$ cat src/rtl/dcache_pkg.sv
// Shared types and default geometry for the direct-mapped write-back data cache.
// Module parameters take their defaults from here.
package dcache_pkg;

  localparam int DEF_LINES      = 16;
  localparam int DEF_LINE_BITS  = 256;
  localparam int DEF_ADDR_W     = 32;
  localparam int WORD_W         = 32;
  localparam int OFFSET_W       = $clog2(DEF_LINE_BITS / 8);
  localparam int INDEX_W        = $clog2(DEF_LINES);
  localparam int TAG_W          = DEF_ADDR_W - INDEX_W - OFFSET_W;
  localparam int WORDS_PER_LINE = DEF_LINE_BITS / WORD_W;

  typedef enum logic [1:0] {
    IDLE      = 2'd0,
    WRITEBACK = 2'd1,
    ALLOCATE  = 2'd2,
    REFILL    = 2'd3
  } dc_state_e;

endpackage

$ cat src/rtl/dcache_if.sv
// CPU-side and memory-side signals of the data cache.
// The master modport is the pipeline/memory environment; the slave modport is the controller.
interface dcache_if import dcache_pkg::*; #(
  parameter int ADDR_W    = DEF_ADDR_W,
  parameter int LINE_BITS = DEF_LINE_BITS
);

  logic                 cpu_req_i;
  logic                 cpu_we_i;
  logic [ADDR_W-1:0]    cpu_addr_i;
  logic [WORD_W-1:0]    cpu_data_i;
  logic [WORD_W-1:0]    cpu_data_o;
  logic                 cpu_stall_o;
  logic                 mem_req_o;
  logic                 mem_we_o;
  logic [ADDR_W-1:0]    mem_addr_o;
  logic [LINE_BITS-1:0] mem_data_o;
  logic [LINE_BITS-1:0] mem_data_i;
  logic                 mem_ack_i;

  modport master (
    output cpu_req_i, cpu_we_i, cpu_addr_i, cpu_data_i, mem_data_i, mem_ack_i,
    input  cpu_data_o, cpu_stall_o, mem_req_o, mem_we_o, mem_addr_o, mem_data_o
  );

  modport slave (
    input  cpu_req_i, cpu_we_i, cpu_addr_i, cpu_data_i, mem_data_i, mem_ack_i,
    output cpu_data_o, cpu_stall_o, mem_req_o, mem_we_o, mem_addr_o, mem_data_o
  );

endinterface

$ cat src/rtl/dcache_array.sv
// Register-based line storage: async read by index, sync line fill or single-word write.
// Reset clears only valid/dirty; tag and data contents are left as they are.
module dcache_array import dcache_pkg::*; #(
  parameter  int LINES     = DEF_LINES,
  parameter  int LINE_BITS = DEF_LINE_BITS,
  parameter  int TG_W      = TAG_W,
  localparam int IDX_W     = $clog2(LINES),
  localparam int SEL_W     = $clog2(LINE_BITS / WORD_W)
) (
  input  logic                 clk_i,
  input  logic                 rst_i,
  input  logic [IDX_W-1:0]     rd_index,
  output logic                 rd_valid,
  output logic                 rd_dirty,
  output logic [TG_W-1:0]      rd_tag,
  output logic [LINE_BITS-1:0] rd_line,
  input  logic [IDX_W-1:0]     wr_index,
  input  logic                 fill_en,
  input  logic [TG_W-1:0]      fill_tag,
  input  logic [LINE_BITS-1:0] fill_line,
  input  logic                 word_en,
  input  logic [SEL_W-1:0]     word_sel,
  input  logic [WORD_W-1:0]    word_data
);

  logic [LINES-1:0]     valid_q;
  logic [LINES-1:0]     dirty_q;
  logic [TG_W-1:0]      tag_q  [LINES];
  logic [LINE_BITS-1:0] data_q [LINES];

  assign rd_valid = valid_q[rd_index];
  assign rd_dirty = dirty_q[rd_index];
  assign rd_tag   = tag_q[rd_index];
  assign rd_line  = data_q[rd_index];

  always_ff @(posedge clk_i or posedge rst_i) begin
    if (rst_i) begin
      valid_q <= '0;
      dirty_q <= '0;
    end else if (fill_en) begin
      valid_q[wr_index] <= 1'b1;
      dirty_q[wr_index] <= 1'b0;
    end else if (word_en) begin
      dirty_q[wr_index] <= 1'b1;
    end
  end

  // Fill wins over a word write; the controller never asserts both together.
  always_ff @(posedge clk_i) begin
    if (fill_en) begin
      tag_q[wr_index]  <= fill_tag;
      data_q[wr_index] <= fill_line;
    end else if (word_en) begin
      data_q[wr_index][{word_sel, 5'b0} +: WORD_W] <= word_data;
    end
  end

endmodule

$ cat src/rtl/dcache_controller.sv
// MEM-stage direct-mapped write-back/write-allocate data cache controller.
// Generates Mem_stall and runs write-back/fetch over a line-wide req/ack memory port.
//
//   state     | meaning
//   ----------+-----------------------------------------------------------
//   IDLE      | hit check; loads/stores served in the same cycle on a hit
//   WRITEBACK | dirty victim line being written to memory, wait for ack
//   ALLOCATE  | requested line being fetched, filled into the array on ack
//   REFILL    | one settle cycle, then the held request hits in IDLE
module dcache_controller import dcache_pkg::*; #(
  parameter int LINES     = DEF_LINES,
  parameter int LINE_BITS = DEF_LINE_BITS,
  parameter int ADDR_W    = DEF_ADDR_W
) (
  input logic     clk_i,
  input logic     rst_i,
  dcache_if.slave bus
);

  localparam int OFF_W = $clog2(LINE_BITS / 8);
  localparam int IDX_W = $clog2(LINES);
  localparam int TG_W  = ADDR_W - IDX_W - OFF_W;
  localparam int SEL_W = $clog2(LINE_BITS / WORD_W);

  dc_state_e state_q, state_d;

  logic [IDX_W-1:0]     cpu_index;
  logic [TG_W-1:0]      cpu_tag;
  logic [SEL_W-1:0]     cpu_sel;
  logic                 rd_valid, rd_dirty;
  logic [TG_W-1:0]      rd_tag;
  logic [LINE_BITS-1:0] rd_line;
  logic                 hit;
  logic                 fill_en, word_en;
  logic                 stall;
  logic [WORD_W-1:0]    cpu_data;
  logic                 mem_req, mem_we;
  logic [ADDR_W-1:0]    mem_addr;
  logic [LINE_BITS-1:0] mem_data;
  logic                 unused_addr_lsb;

  assign cpu_index       = bus.cpu_addr_i[OFF_W +: IDX_W];
  assign cpu_tag         = bus.cpu_addr_i[ADDR_W-1 -: TG_W];
  assign cpu_sel         = bus.cpu_addr_i[2 +: SEL_W];
  assign unused_addr_lsb = ^bus.cpu_addr_i[1:0];

  dcache_array #(
    .LINES     (LINES),
    .LINE_BITS (LINE_BITS),
    .TG_W      (TG_W)
  ) u_array (
    .clk_i     (clk_i),
    .rst_i     (rst_i),
    .rd_index  (cpu_index),
    .rd_valid  (rd_valid),
    .rd_dirty  (rd_dirty),
    .rd_tag    (rd_tag),
    .rd_line   (rd_line),
    .wr_index  (cpu_index),
    .fill_en   (fill_en),
    .fill_tag  (cpu_tag),
    .fill_line (bus.mem_data_i),
    .word_en   (word_en),
    .word_sel  (cpu_sel),
    .word_data (bus.cpu_data_i)
  );

  assign hit = bus.cpu_req_i & rd_valid & (rd_tag == cpu_tag);

  always_ff @(posedge clk_i or posedge rst_i) begin
    if (rst_i) state_q <= IDLE;
    else       state_q <= state_d;
  end

  // Memory outputs are decoded from state alone, so they drop the moment reset hits.
  always_comb begin
    state_d  = state_q;
    stall    = (state_q != IDLE) | (bus.cpu_req_i & ~hit);
    cpu_data = '0;
    mem_req  = 1'b0;
    mem_we   = 1'b0;
    mem_addr = '0;
    mem_data = '0;
    fill_en  = 1'b0;
    word_en  = 1'b0;
    unique case (state_q)
      IDLE: begin
        if (bus.cpu_req_i) begin
          if (hit) begin
            if (bus.cpu_we_i) word_en  = 1'b1;
            else              cpu_data = rd_line[{cpu_sel, 5'b0} +: WORD_W];
          end else if (rd_valid & rd_dirty) begin
            state_d = WRITEBACK;
          end else begin
            state_d = ALLOCATE;
          end
        end
      end
      WRITEBACK: begin
        mem_req  = 1'b1;
        mem_we   = 1'b1;
        mem_addr = {rd_tag, cpu_index, {OFF_W{1'b0}}};
        mem_data = rd_line;
        if (bus.mem_ack_i) state_d = ALLOCATE;
      end
      ALLOCATE: begin
        mem_req  = 1'b1;
        mem_addr = {cpu_tag, cpu_index, {OFF_W{1'b0}}};
        if (bus.mem_ack_i) begin
          fill_en = 1'b1;
          state_d = REFILL;
        end
      end
      REFILL: state_d = IDLE;
      default: state_d = IDLE;
    endcase
  end

  assign bus.cpu_stall_o = stall;
  assign bus.cpu_data_o  = cpu_data;
  assign bus.mem_req_o   = mem_req;
  assign bus.mem_we_o    = mem_we;
  assign bus.mem_addr_o  = mem_addr;
  assign bus.mem_data_o  = mem_data;

endmodule
$ cat src/flat_wrapper.sv
// flat-port wrapper written by rule: the top's interface ports become plain ports
module dcache_controller_flat import dcache_pkg::*;
#(
  parameter int LINES     = DEF_LINES,
  parameter int LINE_BITS = DEF_LINE_BITS,
  parameter int ADDR_W    = DEF_ADDR_W
)
  (clk_i, rst_i, bus_cpu_req_i, bus_cpu_we_i, bus_cpu_addr_i, bus_cpu_data_i, bus_mem_data_i, bus_mem_ack_i, bus_cpu_data_o, bus_cpu_stall_o, bus_mem_req_o, bus_mem_we_o, bus_mem_addr_o, bus_mem_data_o);
  dcache_if #(.ADDR_W(ADDR_W), .LINE_BITS(LINE_BITS)) bus_i ();
  input logic clk_i;
  input logic rst_i;
  input wire logic [$bits(bus_i.cpu_req_i)-1:0] bus_cpu_req_i;
  input wire logic [$bits(bus_i.cpu_we_i)-1:0] bus_cpu_we_i;
  input wire logic [$bits(bus_i.cpu_addr_i)-1:0] bus_cpu_addr_i;
  input wire logic [$bits(bus_i.cpu_data_i)-1:0] bus_cpu_data_i;
  input wire logic [$bits(bus_i.mem_data_i)-1:0] bus_mem_data_i;
  input wire logic [$bits(bus_i.mem_ack_i)-1:0] bus_mem_ack_i;
  output wire logic [$bits(bus_i.cpu_data_o)-1:0] bus_cpu_data_o;
  output wire logic [$bits(bus_i.cpu_stall_o)-1:0] bus_cpu_stall_o;
  output wire logic [$bits(bus_i.mem_req_o)-1:0] bus_mem_req_o;
  output wire logic [$bits(bus_i.mem_we_o)-1:0] bus_mem_we_o;
  output wire logic [$bits(bus_i.mem_addr_o)-1:0] bus_mem_addr_o;
  output wire logic [$bits(bus_i.mem_data_o)-1:0] bus_mem_data_o;
  assign bus_i.cpu_req_i = bus_cpu_req_i;
  assign bus_i.cpu_we_i = bus_cpu_we_i;
  assign bus_i.cpu_addr_i = bus_cpu_addr_i;
  assign bus_i.cpu_data_i = bus_cpu_data_i;
  assign bus_i.mem_data_i = bus_mem_data_i;
  assign bus_i.mem_ack_i = bus_mem_ack_i;
  assign bus_cpu_data_o = bus_i.cpu_data_o;
  assign bus_cpu_stall_o = bus_i.cpu_stall_o;
  assign bus_mem_req_o = bus_i.mem_req_o;
  assign bus_mem_we_o = bus_i.mem_we_o;
  assign bus_mem_addr_o = bus_i.mem_addr_o;
  assign bus_mem_data_o = bus_i.mem_data_o;
  dcache_controller #(.LINES(LINES), .LINE_BITS(LINE_BITS), .ADDR_W(ADDR_W)) u_core (.clk_i(clk_i), .rst_i(rst_i), .bus(bus_i));
endmodule
$ cat config.mk
export PLATFORM = sky130hd
export DESIGN_NAME = dcache_controller_flat
export DESIGN_NICKNAME = d
export VERILOG_FILES = /design/src/rtl/dcache_pkg.sv /design/src/rtl/dcache_if.sv /design/src/rtl/dcache_array.sv /design/src/rtl/dcache_controller.sv /design/src/flat_wrapper.sv
export SDC_FILE = /design/constraint.sdc
export NUM_CORES = 2
export LEC_CHECK = 0
export ABC_AREA = 1
export BUFFER_PORTS_ARGS = -buffer_cell sky130_fd_sc_hd__buf_2
export CORE_AREA = 2 2 742 744
export CTS_CLUSTER_DIAMETER = 200
export DETAILED_ROUTE_END_ITERATION = 10
export DIE_AREA = 0 0 744 746
export PLACE_DENSITY = 0.47
export SYNTH_ARGS = -nofsm -noshare
export SYNTH_HDL_FRONTEND = slang
export SYNTH_MEMORY_MAX_BITS = 65536
export SYNTH_SLANG_ARGS = --single-unit
$ cat constraint.sdc
create_clock -name clk_i -period 3.9 [get_ports clk_i]
set_clock_uncertainty 0.05 [all_clocks]
set_input_delay 0.585 -clock clk_i [delete_from_list [all_inputs] [get_ports clk_i]]
set_output_delay 0.585 -clock clk_i [all_outputs]
set_load 0.02 [all_outputs]
==> impl_metrics.env <==
export IMPL_clk_pin_slew_ns=0.06
export IMPL_worstSetupStartpointType="input port"
export IMPL_mostFrequentLayoutCells="edfxtp_1 (4464), a22oi_1 (2020), nand2_1 (1905)"
export IMPL_max_freq_mhz=223.1
export IMPL_io_buffers=640
export IMPL_whs_ns=0.03814
export IMPL_wl_met2_um=325300
export IMPL_ir_worst_vdd_uv=767.0
export IMPL_firstDrtPassIters=8
export IMPL_wl_met1_um=306700
export IMPL_clock_sink_count=4498
export IMPL_gp_congestion=0.9410
export IMPL_fp_dieW_um=744
export IMPL_leakage_nw=80.26
export IMPL_drcViolationCount=0
export IMPL_design_area_mm2=0.2311
export IMPL_ys_async_sr_fraction_pct=0.7559
export IMPL_dp_hpwl_um=514500
export IMPL_coreArea_mm2=0.5472
export IMPL_period_share_pct=114.9
export IMPL_drv_slew=0
export IMPL_dieArea_mm2=0.5550
export IMPL_tritoncts="yes"
export IMPL_vias=124073
export IMPL_violations="setup timing"
export IMPL_fin_nets=15052
export IMPL_top_layer="met5"
export IMPL_die_h_um=746
export IMPL_maxCapViolCount=0
export IMPL_crit_required_ns=3.26
export IMPL_synth_warnings=0
export IMPL_synth_seq_cells=4498
export IMPL_drive_gt1_share_pct=27.44
export IMPL_place_area_mm2=0.2106
export IMPL_routedWlPerCell_um=33.37
export IMPL_ys_flop_type="edfxtp_1"
export IMPL_yosysUniqueCellTypes=32
export IMPL_fin_setup_tns_ns=-54.50
export IMPL_slew_headroom_pct=16.72
export IMPL_grt_pass1_vias=115873
export IMPL_overflow=0
export IMPL_crit_type="in2out"
export IMPL_final_util_pct=42.24
export IMPL_fin_ws_ns=-0.5824
export IMPL_end_kind="primary output"
export IMPL_path_max_fanout=34
export IMPL_rsz0062_at_grt="true"
export IMPL_synth_edff_count=4464
export IMPL_drt_iter0_drc=16513
export IMPL_n_fill_cell=50020
export IMPL_grt_pass1_wl_um=996300
export IMPL_clk_latency_ns=1.11
export IMPL_wl_met3_um=81370
export IMPL_dp_cells=21265
export IMPL_grt_max_degree=113
export IMPL_cts_root_buffer="clkbuf_16"
export IMPL_synth_cells=12080
export IMPL_groute_usage_overall_pct=25.86
export IMPL_layout_cells_non_filler=22398
export IMPL_initial_core_util_pct=31.89
export IMPL_hp_class="in2reg"
export IMPL_tightestPinTransition_ns=1.249
export IMPL_h_tree_depth=5
export IMPL_cts_buffers=471
export IMPL_crit_arrival_ns=3.85
export IMPL_max_clock_path_buffers=4
export IMPL_hold_violations=0
export IMPL_avgSynthCellArea_um2=14.45
export IMPL_areaGrowthSynthToFinish_pct=32.43
export IMPL_syn_area_mm2=0.1745
export IMPL_io_pins=648
export IMPL_seq_area_frac_synth_pct=77.29
export IMPL_power_density_mw_per_mm2=490.2
export IMPL_floorplan_rows=272
export IMPL_via_per_inst=5.539
export IMPL_antenna_found_initial=57
export IMPL_period_needed_ns=4.482
export IMPL_routed_wl_um=747400
export IMPL_ant_nets=0
export IMPL_reg2reg_depth=25
export IMPL_status="finished, violations left"
export IMPL_setup_viol=1588
export IMPL_hold_depth=4
export IMPL_final_common_cell="edfxtp_1"
critical path: stages:
cell and delay (ns):
buf_6 0.13, buf_12 0.13, nor2_4 0.26, buf_12 0.22
buf_16 0.19, buf_16 0.19, buf_12 0.23, a22oi_1 0.13
a21oi_1 0.30, nor4_4 0.08, buf_4 0.17, nand2_1 0.17
nand2_1 0.20, nand3_4 0.20, nand3_1 0.14, nor2_4 0.13
buf_6 0.12, buf_6 0.11
state kept, by name, summed over array words and instances (netlist names), named ones only:
register and cells:
u_core.u_array.data_q 4096, u_core.u_array.tag_q 368, u_core.u_array.valid_q 16, u_core.state_q 2
stage by stage:
stage,worst slack (ns),total power (W)
6_report,-0.5824,0.1133
2_1_floorplan,-0.5127,0.06043
3_5_place_dp,-1.412,0.06920
5_1_grt,-0.5809,0.1161
3_3_place_gp,-1.492,0.06915
4_1_cts,-0.4606,0.1135
metal layers:
metal	vias up	track usage, %
met2	6582	38.45
met4	12	9.826
met3	968	7.627
met1	64199	35.66
li1	52312	-
met5	-	0
kinds of logic after synthesis:
logic type / Yosys count / share of synthesized area [%]
other: 1 / 0.002149
flip-flops: 4498 / 77.29
buffers and inverters: 975 / 2.235
AO/OA/AOI/OAI: 3207 / 12.14
adder cells (fa/ha/maj): 9 / 0.06452
AND/OR/NAND/NOR: 3390 / 8.264
Yosys cell counts (all sizes together), types with 34 or more instances:
| cell type | n | share of area (%) |
|---|---|---|
| edfxtp | 4464 | 77 |
| clkbuf | 641 | 1.4 |
| a22oi | 2024 | 8.7 |
| nor4 | 194 | 0.70 |
| o21ai | 39 | 0.11 |
| nor3 | 69 | 0.20 |
| dfrtp | 34 | 0.49 |
| nand4 | 263 | 0.94 |
| inv | 82 | 0.18 |
| nor2 | 635 | 1.4 |
| buf | 233 | 0.64 |
| a21oi | 1097 | 3.1 |
| nand2 | 1948 | 4.2 |
| nand3 | 207 | 0.60 |
| or2 | 74 | 0.27 |
area by class of cell:
class	count	area, um^2	share of cell area [%]
multi-input combinational	6611	39280	17.00
inverter	101	439.2	0.1900
tap	7261	9085	3.931
clock buffer	588	12310	5.326
sequential	4498	134900	58.36
antenna	29	72.57	0.03140
clock inverter	275	2693	1.165
timing repair buffer	3035	32350	14.00
repair_timing:
item / in CTS / in global routing
hold buffers: 114 / 1
cloned: 19 / 15
hold endpoints to repair: 1654 / 4
endpoints found under the setup margin: 150 / 4012
pin swaps: 64 / 31
setup buffers: 75 / 25
resized for setup: 429 / 92
worst paths after layout:
path                                               from                             end  slack, ns
max in group asynchronous                         rst_i                       async pin       3.25
max                                   bus_cpu_addr_i[6]              bus_cpu_data_o[12]      -0.58
min in group asynchronous                         rst_i               u_core.state_q[0]       0.16
min reg2reg                   u_core.u_array.valid_q[4]       u_core.u_array.valid_q[4]       0.41
min                                   bus_mem_data_i[6]     u_core.u_array.data_q[6][6]       0.04
max reg2reg                u_core.u_array.tag_q[13][19]  u_core.u_array.data_q[11][145]      -0.12
where the power goes:
part	switching [W]	internal, W	leakage, nW	total (W)
registers	0.000192	0.0541	40.6	0.0543
clock network	0.0196	0.0246	7.30	0.0442
logic	0.00991	0.00494	32.4	0.0149
total	0.0297	0.0836	80.3	0.113
(Power assumes the default switching activity.)
